File: src/rtl/fetch_stage.sv
// fetch_stage: in-order instruction fetch with a 2-entry response FIFO,
// load-use stall, IF/ID hold and branch flush with stale-response dropping.
module fetch_stage #(
  parameter logic [31:0] RESET_PC  = 32'h0000_0000,
  parameter logic [31:0] NOP_INSTR = 32'h0000_0013
) (
  input  logic        clk,
  input  logic        rst,
  input  logic        PCWrite,
  input  logic        FetchWrite,
  input  logic        PCSrc,
  input  logic [31:0] pc_branch,
  output logic        imem_req,
  output logic [31:0] imem_addr,
  input  logic        imem_ready,
  input  logic        imem_rvalid,
  input  logic [31:0] imem_rdata,
  output logic [31:0] instruction,
  output logic [31:0] pc,
  output logic        valid
);
  typedef enum logic [1:0] {BOOT, RUN, DRAIN} state_t;
  state_t state, state_nx;
  logic [31:0] fetch_pc;
  logic [1:0]  outstanding, drop, fcnt, out_nx, drop_nx;
  logic [31:0] req_pc [2];
  logic [63:0] fifo [2];
  logic        fire, rv, deliver, take, pop, bypass, push, rslot, fslot;
  always_comb begin
    imem_addr = fetch_pc;
    imem_req  = state != BOOT && PCWrite && !PCSrc && ({1'b0, outstanding} + {1'b0, fcnt}) < 3'd2;
    fire      = imem_req && imem_ready;
    // responses with nothing outstanding are leftovers from before a reset
    rv        = imem_rvalid && outstanding != 2'd0;
    deliver   = rv && drop == 2'd0;
    take      = FetchWrite && !PCSrc;
    pop       = take && fcnt != 2'd0;
    bypass    = take && fcnt == 2'd0 && deliver;
    push      = deliver && !PCSrc && !bypass;
    rslot     = outstanding[1] | (outstanding[0] & !rv);
    fslot     = fcnt[1] | (fcnt[0] & !pop);
    out_nx    = outstanding + {1'b0, fire} - {1'b0, rv};
    drop_nx   = PCSrc ? out_nx : drop - {1'b0, rv && drop != 2'd0};
    state_nx  = state == BOOT ? RUN : (drop_nx != 2'd0 ? DRAIN : RUN);
  end
  always_ff @(posedge clk or negedge rst) begin
    if (!rst) begin
      state       <= BOOT;
      fetch_pc    <= RESET_PC;
      outstanding <= 2'd0;
      drop        <= 2'd0;
      fcnt        <= 2'd0;
      req_pc[0]   <= '0;
      req_pc[1]   <= '0;
      fifo[0]     <= '0;
      fifo[1]     <= '0;
      instruction <= NOP_INSTR;
      pc          <= RESET_PC;
      valid       <= 1'b0;
    end else begin
      state       <= state_nx;
      outstanding <= out_nx;
      drop        <= drop_nx;
      fetch_pc    <= PCSrc ? (pc_branch & 32'hFFFF_FFFC) : fetch_pc + (fire ? 32'd4 : 32'd0);
      if (rv) req_pc[0] <= req_pc[1];
      if (fire) req_pc[rslot] <= fetch_pc;
      fcnt <= PCSrc ? 2'd0 : fcnt - {1'b0, pop} + {1'b0, push};
      if (pop) fifo[0] <= fifo[1];
      if (push) fifo[fslot] <= {imem_rdata, req_pc[0]};
      if (PCSrc) begin
        instruction <= NOP_INSTR;
        valid       <= 1'b0;
      end else if (FetchWrite) begin
        instruction <= pop ? fifo[0][63:32] : bypass ? imem_rdata : NOP_INSTR;
        pc          <= pop ? fifo[0][31:0] : bypass ? req_pc[0] : pc;
        valid       <= pop || bypass;
      end
    end
  end
endmodule

File: config.mk
export PLATFORM = sky130hd
export DESIGN_NAME = fetch_stage
export DESIGN_NICKNAME = d
export VERILOG_FILES = /design/src/rtl/fetch_stage.sv
export SDC_FILE = /design/constraint.sdc
export NUM_CORES = 1
export LEC_CHECK = 0
export CAP_MARGIN = 20
export CORE_UTILIZATION = 40
export DETAILED_ROUTE_END_ITERATION = 8
export PLACE_DENSITY_LB_ADDON = 0.15
export SYNTH_ARGS = -nofsm -noshare
export SYNTH_HDL_FRONTEND = slang
export SYNTH_SLANG_ARGS = --single-unit
File: constraint.sdc
create_clock -name clk -period 3.6 [get_ports clk]
set_input_delay 0.72 -clock clk [delete_from_list [all_inputs] [get_ports clk]]
set_output_delay 0.72 -clock clk [all_outputs]
set_load 0.05 [all_outputs]
==> impl_metrics.csv, run 1 <==
group,metric,value,unit
clock_tree,postCtsSetupBuffers,0,
final_layout,final_cell_mix,"290 x dfrtp_1, 204 x nand2_1, 161 x clkdlybuf4s50_1",
pwr,p_per_area,704,nW/µm²
floorplan,num_rows,65,
clock_tree,cts_buffer_depth,3,
logic_synthesis,syn_area,13000,µm²
clock_tree,htreeDepth,2,
detailed_routing,vias_per_cell,5.28,
hold_path,hold_class,"in -> async",
sta,hold_slack,132,ps
detailed_routing,dr.pass1.iters,5,
grt,grt.overflow.total,0,
placed_design,globalplace.congestion,0.778,
logic_synthesis,synthXorXnorAreaFrac,0.0101,
worst_setup_path,required,4020,ps
floorplan,dieArea,33200,µm²
clock_tree,ctsHoldBuffers,0,
floorplan,ios,169,
worst_setup_path,cp-start-kind,"flip-flop",
sta,tns,0,ps
logic_synthesis,synthAdderAreaFrac,0.00829,
placed_design,dp_hpwl,18.9,mm
worst_setup_path,critPathMaxStageDelay,490,ps
worst_setup_path,critPathSlowestCell,"or4_1",
detailed_routing,drt_wl_total,30.1,mm
sta,slew_violations,0,
clock_tree,clkLatencyLatePin,500,ps
sta,timing.final.crit_share,0.919,
grt,grt_pass1_wl,49.6,mm
final_layout,drive_gt1_frac,0.154,
worst_setup_path,startpoint,"outstanding[0]$_DFF_PN0_",
logic_synthesis,synth_flop_cell,"dfrtp_1",
detailed_routing,vias,9072,
detailed_routing,avgRoutedWirePerCell,17.5,µm
logic_synthesis,ys_ff_latch,293,
sta,max-slew-margin-rel,0.532,
detailed_routing,drt_drc_violations_left,0,
sta,min_period,3310,ps
floorplan,initial_core_util,0.409,
final_layout,mostFrequentLayoutCell,"dfrtp_1",
logic_synthesis,syn-instance-count,1142,
final_layout,n_antenna_cell,0,
sta,fmax,302,MHz
logic_synthesis,synth-seq-area-share,0.565,
logic_synthesis,synth_mux_area_frac,0.189,
worst_setup_path,worstSetupPathType,"reg -> reg",
grt,grt_max_degree,112,
logic_synthesis,yosys.area.top_type,"dfrtp_1",
grt,track_usage,0.187,
grt,grt_pass1_vias,8973,
floorplan,die_h,182,µm
pwr,irDropWorstVdd,0.300,mV
logic_synthesis,synth.distinct_cells,57,
logic_synthesis,synth_compound_gate_area_share,0.0874,
logic_synthesis,synthSimpleGateAreaFrac,0.102,
outcome,status,"finished, final reports clean",
logic_synthesis,ys_top_cells_by_area,"dfrtp_1 56%, mux2_2 8.9%, mux2i_1 8.5%",
clock_tree,clkSinkCount,293,
logic_synthesis,synth_top_family_by_area,"multiplexers",
floorplan,die_w,182,µm
floorplan,coreArea,31700,µm²
worst_setup_path,crit_fanout,29,
final_layout,area_growth,25.5,%
sta,tightest_slew,702,ps
clock_tree,tritoncts,"yes",
final_layout,layout.nets,1371,
clock_tree,root_buffer,"clkbuf_16",
sta,finClkSkew,10.2,ps
sta,setup_violations,0,
worst_setup_path,end_kind,"flip-flop",
placed_design,port_buffers,164,
logic_synthesis,ys_warn_count,0,
logic_synthesis,syn_avg_cell_area,11.4,µm²
logic_synthesis,async_flop_share,1.00,
run,maxCapViolCount,0,
worst_setup_path,crit-reg2reg-launch,"outstanding[0]$_DFF_PN0_",
final_layout,n_fill_cell,2830,
clock_tree,clkTransAtPathRegs,60,ps
grt,antenna_found_initial,0,
detailed_routing,drt-initial-drc-count,618,
logic_synthesis,synth_top_area_frac,0.559,
detailed_routing,antenna_left,0,
worst_setup_path,crit_chain,"and2_1 -> fa_1 -> nor4b_2 -> o211a_1 -> ha_1 -> and3_1 -> nand4_1 -> buf_4 -> or4_1 -> a31oi_1",
sta,rsz0062_at_grt,"no",
pwr,leakage,7.56,nW
logic_synthesis,synth_edf_count,0,
worst_setup_path,cp_num_buf_inv,1,
sta,hold_viol,0,
clock_tree,cts_buffers,34,
worst_setup_path,crit_family,"simple AND/OR/NAND/NOR gates",
worst_setup_path,crit_arrival,3730,ps
==> cell usage after synthesis, types with 3 or more instances <==
cell	n
dfrtp_1	290
nand2_1	204
mux2i_1	110
o21ai_0	107
mux2_2	102
clkbuf_1	44
inv_1	36
a222oi_1	24
nor2_1	23
buf_2	19
mux2_1	18
a31oi_1	14
nand3_1	14
or4_1	14
o31ai_1	10
buf_1	9
xnor2_1	8
ha_1	7
xor2_1	7
and3_1	6
nand4_1	6
a22oi_1	5
nor3_1	5
buf_4	4
o211ai_1	4
a21oi_1	3
a221oi_1	3
and2_1	3
dfstp_2	3
nor4_1	3
==> stage by stage <==
stage | setup slack, ps | area, µm² | utilization | std cells | power, mW
after floorplan | 497 | 13000 | - | 1143 | 6.90
after global placement | 167 | 15100 | 0.476 | 1658 | 7.88
after detailed placement | 44.9 | 15100 | 0.476 | 1658 | 7.99
after CTS | 173 | 16300 | 0.513 | 1718 | 11.6
after global routing | 122 | 16300 | 0.513 | 1718 | 12.1
final | 290 | 16300 | 0.513 | 1718 | 11.5
==> flip-flops by register name (all words and copies together), names as in the netlist <==
| signal | flops |
|---|---|
| fifo | 128 |
| req_pc | 62 |
| instruction | 32 |
| pc | 32 |
| imem_addr | 30 |
| drop | 2 |
| fcnt | 2 |
| outstanding | 2 |
| state | 2 |
| valid | 1 |
==> worst paths after layout <==
path                                              end  slack [ps]  cells after the start
max reg2reg                   imem_addr[25]$_DFF_PN0_         290                     10
min in group clk           instruction[2]$_DFFE_PN0P_         470                      2
min                               fifo[121]$_DFF_PN0_         130                      1
max in group asynchronous          pc[19]$_DFFE_PN0P_        2530                      2
max                           imem_addr[25]$_DFF_PN0_         290                     10
min reg2reg                instruction[2]$_DFFE_PN0P_         470                      2
==> cell families (layout without fill, tap and decap cells) <==
kind of cell,count (synthesis),count (layout)
multiplexers,230,230
AND/OR/NAND/NOR,298,298
other,1,2
XOR/XNOR,15,15
flip-flops,293,293
buffers and inverters,116,289
AO/OA/AOI/OAI,181,181
adder cells (fa/ha/maj),8,8
==> power by group <==
group	total, mW	internal, mW	switching (mW)
registers	4.96	4.28	0.677
clock network	3.56	2.24	1.32
logic	2.94	1.28	1.66
total	11.5	7.80	3.66
==> per-layer routing <==
layer  track usage  vias to the layer above  part of all wire
li1              -                     4335                 -
met1         0.269                     4477              0.49
met2         0.293                      217              0.45
met3        0.0295                       43             0.044
met4        0.0491                        0             0.018
met5             0                        -                 0
==> area by class of cell <==
type,instances,area (µm²),area share
well taps,402,503,0.0309
multi-input cells,734,5210,0.320
inverters,39,149,0.00914
flip-flops and latches,293,7340,0.451
clock buffers,50,1050,0.0648
clock inverters,10,125,0.00768
repair buffers,190,1910,0.117
==> repair_timing <==
item                                    CTS  global route
endpoints found under the hold margin     0             0
resized for setup                         0             1
endpoints found under the setup margin    0             3
Note: power is estimated with default switching activity, not from simulation.
==> run 2, diff against run 1 <==
--- a/config.mk
+++ b/config.mk
@@ -9,6 +9,7 @@
 export CORE_UTILIZATION = 40
 export DETAILED_ROUTE_END_ITERATION = 8
 export PLACE_DENSITY_LB_ADDON = 0.15
+export RECOVER_POWER = 50
 export SYNTH_ARGS = -nofsm -noshare
 export SYNTH_HDL_FRONTEND = slang
 export SYNTH_SLANG_ARGS = --single-unit
==> run 2 against run 1 <==
  * Hold slack better by 340 ps
  * Sequential cell count is the same
  * Register-to-register slack hardly changed
  * Combinational power is essentially flat
  * Fmax is 0.42% higher
  * Final area barely moved
  * Global-route usage stayed put
  * The run now ends with max-capacitance violations, max-slew violations left
  * First-iteration DRC count fell by 0.16%
  * Routed wire length about the same
  * Critical path type unchanged
==> impl_metrics.csv, run 2 (same netlist as run 1, synthesis figures left out) <==
group,metric,value,unit
worst_setup_path,startpoint,"outstanding[0]$_DFF_PN0_",
placed_design,dp_hpwl,18.9,mm
worst_setup_path,r2r_cells,10,
sta,finClkSkew,11.3,ps
hold_path,whs_path_depth,2,
worst_setup_path,end_kind,"flip-flop",
outcome,violations,"max-capacitance violations, max-slew violations",
final_layout,largest_reg_flops,128,
run,maxCapViolCount,1,
floorplan,ios,169,
placed_design,globalplace.congestion,0.778,
placed_design,placed_cell_area,15100,µm²
detailed_routing,antenna_left,0,
worst_setup_path,endpoint,"imem_addr[25]$_DFF_PN0_",
detailed_routing,vias,9079,
worst_setup_path,worstSetupPathType,"reg -> reg",
worst_setup_path,r2r_setup_slack,300,ps
pwr,leakage,7.56,nW
detailed_routing,dr.pass1.iters,5,
clock_tree,clkSinkCount,293,
detailed_routing,drt_drc_violations_left,0,
sta,hold_viol,0,
floorplan,initial_core_util,0.409,
detailed_routing,avgRoutedWirePerCell,17.5,µm
worst_setup_path,crit_fanout,29,
sta,slew_violations,51,
grt,grt.overflow.total,0,
outcome,status,"finished, violations left",
grt,grt_pass1_wl,49.6,mm
clock_tree,ctsHoldBuffers,0,
grt,track_usage,0.187,
final_layout,n_fill_cell,2830,
worst_setup_path,r2r-end,"imem_addr[25]$_DFF_PN0_",
detailed_routing,drt_wl_total,30.1,mm
floorplan,die_h,182,µm
clock_tree,postCtsSetupBuffers,0,
detailed_routing,vias_per_cell,5.28,
clock_tree,cts_buffers,34,
floorplan,num_rows,65,
worst_setup_path,crit_arrival,3720,ps
clock_tree,clkLatencyLatePin,500,ps
worst_setup_path,cp-start-kind,"flip-flop",
placed_design,dp_worst_setup_slack,44.9,ps
pwr,p_per_area,704,nW/µm²
pwr,irDropWorstVdd,0.301,mV
final_layout,mostFrequentLayoutCell,"dfrtp_1",
grt,antenna_found_initial,0,
detailed_routing,drt-initial-drc-count,617,
final_layout,area_growth,25.4,%
sta,setup_ws,304,ps
sta,min_period,3300,ps
final_layout,top_regs,"fifo (128), req_pc (62)",
clock_tree,cts_buffer_depth,3,
clock_tree,cts_resized,0,
worst_setup_path,required,4020,ps
sta,timing.final.crit_share,0.916,
floorplan,coreArea,31700,µm²
final_layout,n_antenna_cell,0,
final_layout,fin_area,16300,µm²
grt,grt_max_degree,112,
floorplan,dieArea,33200,µm²
floorplan,die_w,182,µm
grt,grt_pass1_vias,8973,
clock_tree,tritoncts,"yes",
hold_path,hold_class,"reg -> reg",
sta,max-slew-margin-rel,-0.698,
clock_tree,clkTransAtPathRegs,60,ps
clock_tree,htreeDepth,2,
final_layout,final_cell_mix,"290 x dfrtp_1, 204 x nand2_1, 160 x clkdlybuf4s50_1",
final_layout,layout.nets,1371,
worst_setup_path,crit-reg2reg-launch,"outstanding[0]$_DFF_PN0_",
sta,hold_slack,469,ps
sta,tightest_slew,2550,ps
sta,tns,0,ps
sta,fmax,303,MHz
clock_tree,root_buffer,"clkbuf_16",
sta,rsz0062_at_grt,"no",
sta,setup_violations,0,
placed_design,port_buffers,164,
final_layout,largest-register,"fifo",
final_layout,drive_gt1_frac,0.153,
-- run 2: cell count changes in the layout (fill, tap and decap cells not counted) --
cell             change
buf_4                -2
dlymetal6s4s_1       +1
dlygate4sd3_1        +1
clkdlybuf4s50_1      -1
clkbuf_2             +2
buf_8                -1
-- run 2: final cells by class --
type	instances	area, µm²	share of cell area
Sequential cell	293	7340	0.451
Multi-Input combinational cell	734	5210	0.320
Timing Repair Buffer	190	1900	0.117
Clock buffer	50	1050	0.0648
Tap cell	402	503	0.0309
Inverter	39	149	0.00915
Clock inverter	10	125	0.00769
-- run 2: worst max-delay path: stages, from the launching register on --
cell and delay (ps):
dfrtp_1 410, and2_1 180, fa_1 440, nor4b_2 380, o211a_1 370, ha_1 240
and3_1 190, nand4_1 90, buf_4 250, or4_1 490, a31oi_1 170
-- run 2: per-stage QoR --
stage / util / instances / total power, mW
CTS: 0.513 / 1718 / 11.6
finish: 0.513 / 1718 / 11.5
detailed placement: 0.476 / 1658 / 7.99
global placement: 0.476 / 1658 / 7.88
floorplan: - / 1143 / 6.90
global route: 0.513 / 1718 / 12.1
-- run 2: layer usage --
metal,global-route usage,vias to the layer above,part of all wire
li1,-,4334,-
met3,0.0295,43,0.045
met1,0.269,4483,0.49
met5,0,-,0
met2,0.293,219,0.45
met4,0.0491,0,0.018
-- run 2: worst min path at each step --
stage / startpoint / endpoint / slack, ps
after detailed placement: instruction[2]$_DFFE_PN0P_ / instruction[2]$_DFFE_PN0P_ / 460
final: instruction[2]$_DFFE_PN0P_ / instruction[2]$_DFFE_PN0P_ / 470
after floorplan: rst / drop[0]$_DFF_PN0_ / 420
after CTS: rst / fifo[121]$_DFF_PN0_ / 140
after global placement: instruction[9]$_DFFE_PN0P_ / instruction[9]$_DFFE_PN0P_ / 450
after global routing: fifo[12]$_DFFE_PN0P_ / fifo[12]$_DFFE_PN0P_ / 500
-- run 2: report_power, final --
part / internal (mW) / leakage, nW / switching [mW]
combinational: 1.28 / 3.15 / 1.66
clock: 2.24 / 0.589 / 1.32
sequential: 4.28 / 3.83 / 0.677
total: 7.80 / 7.56 / 3.66
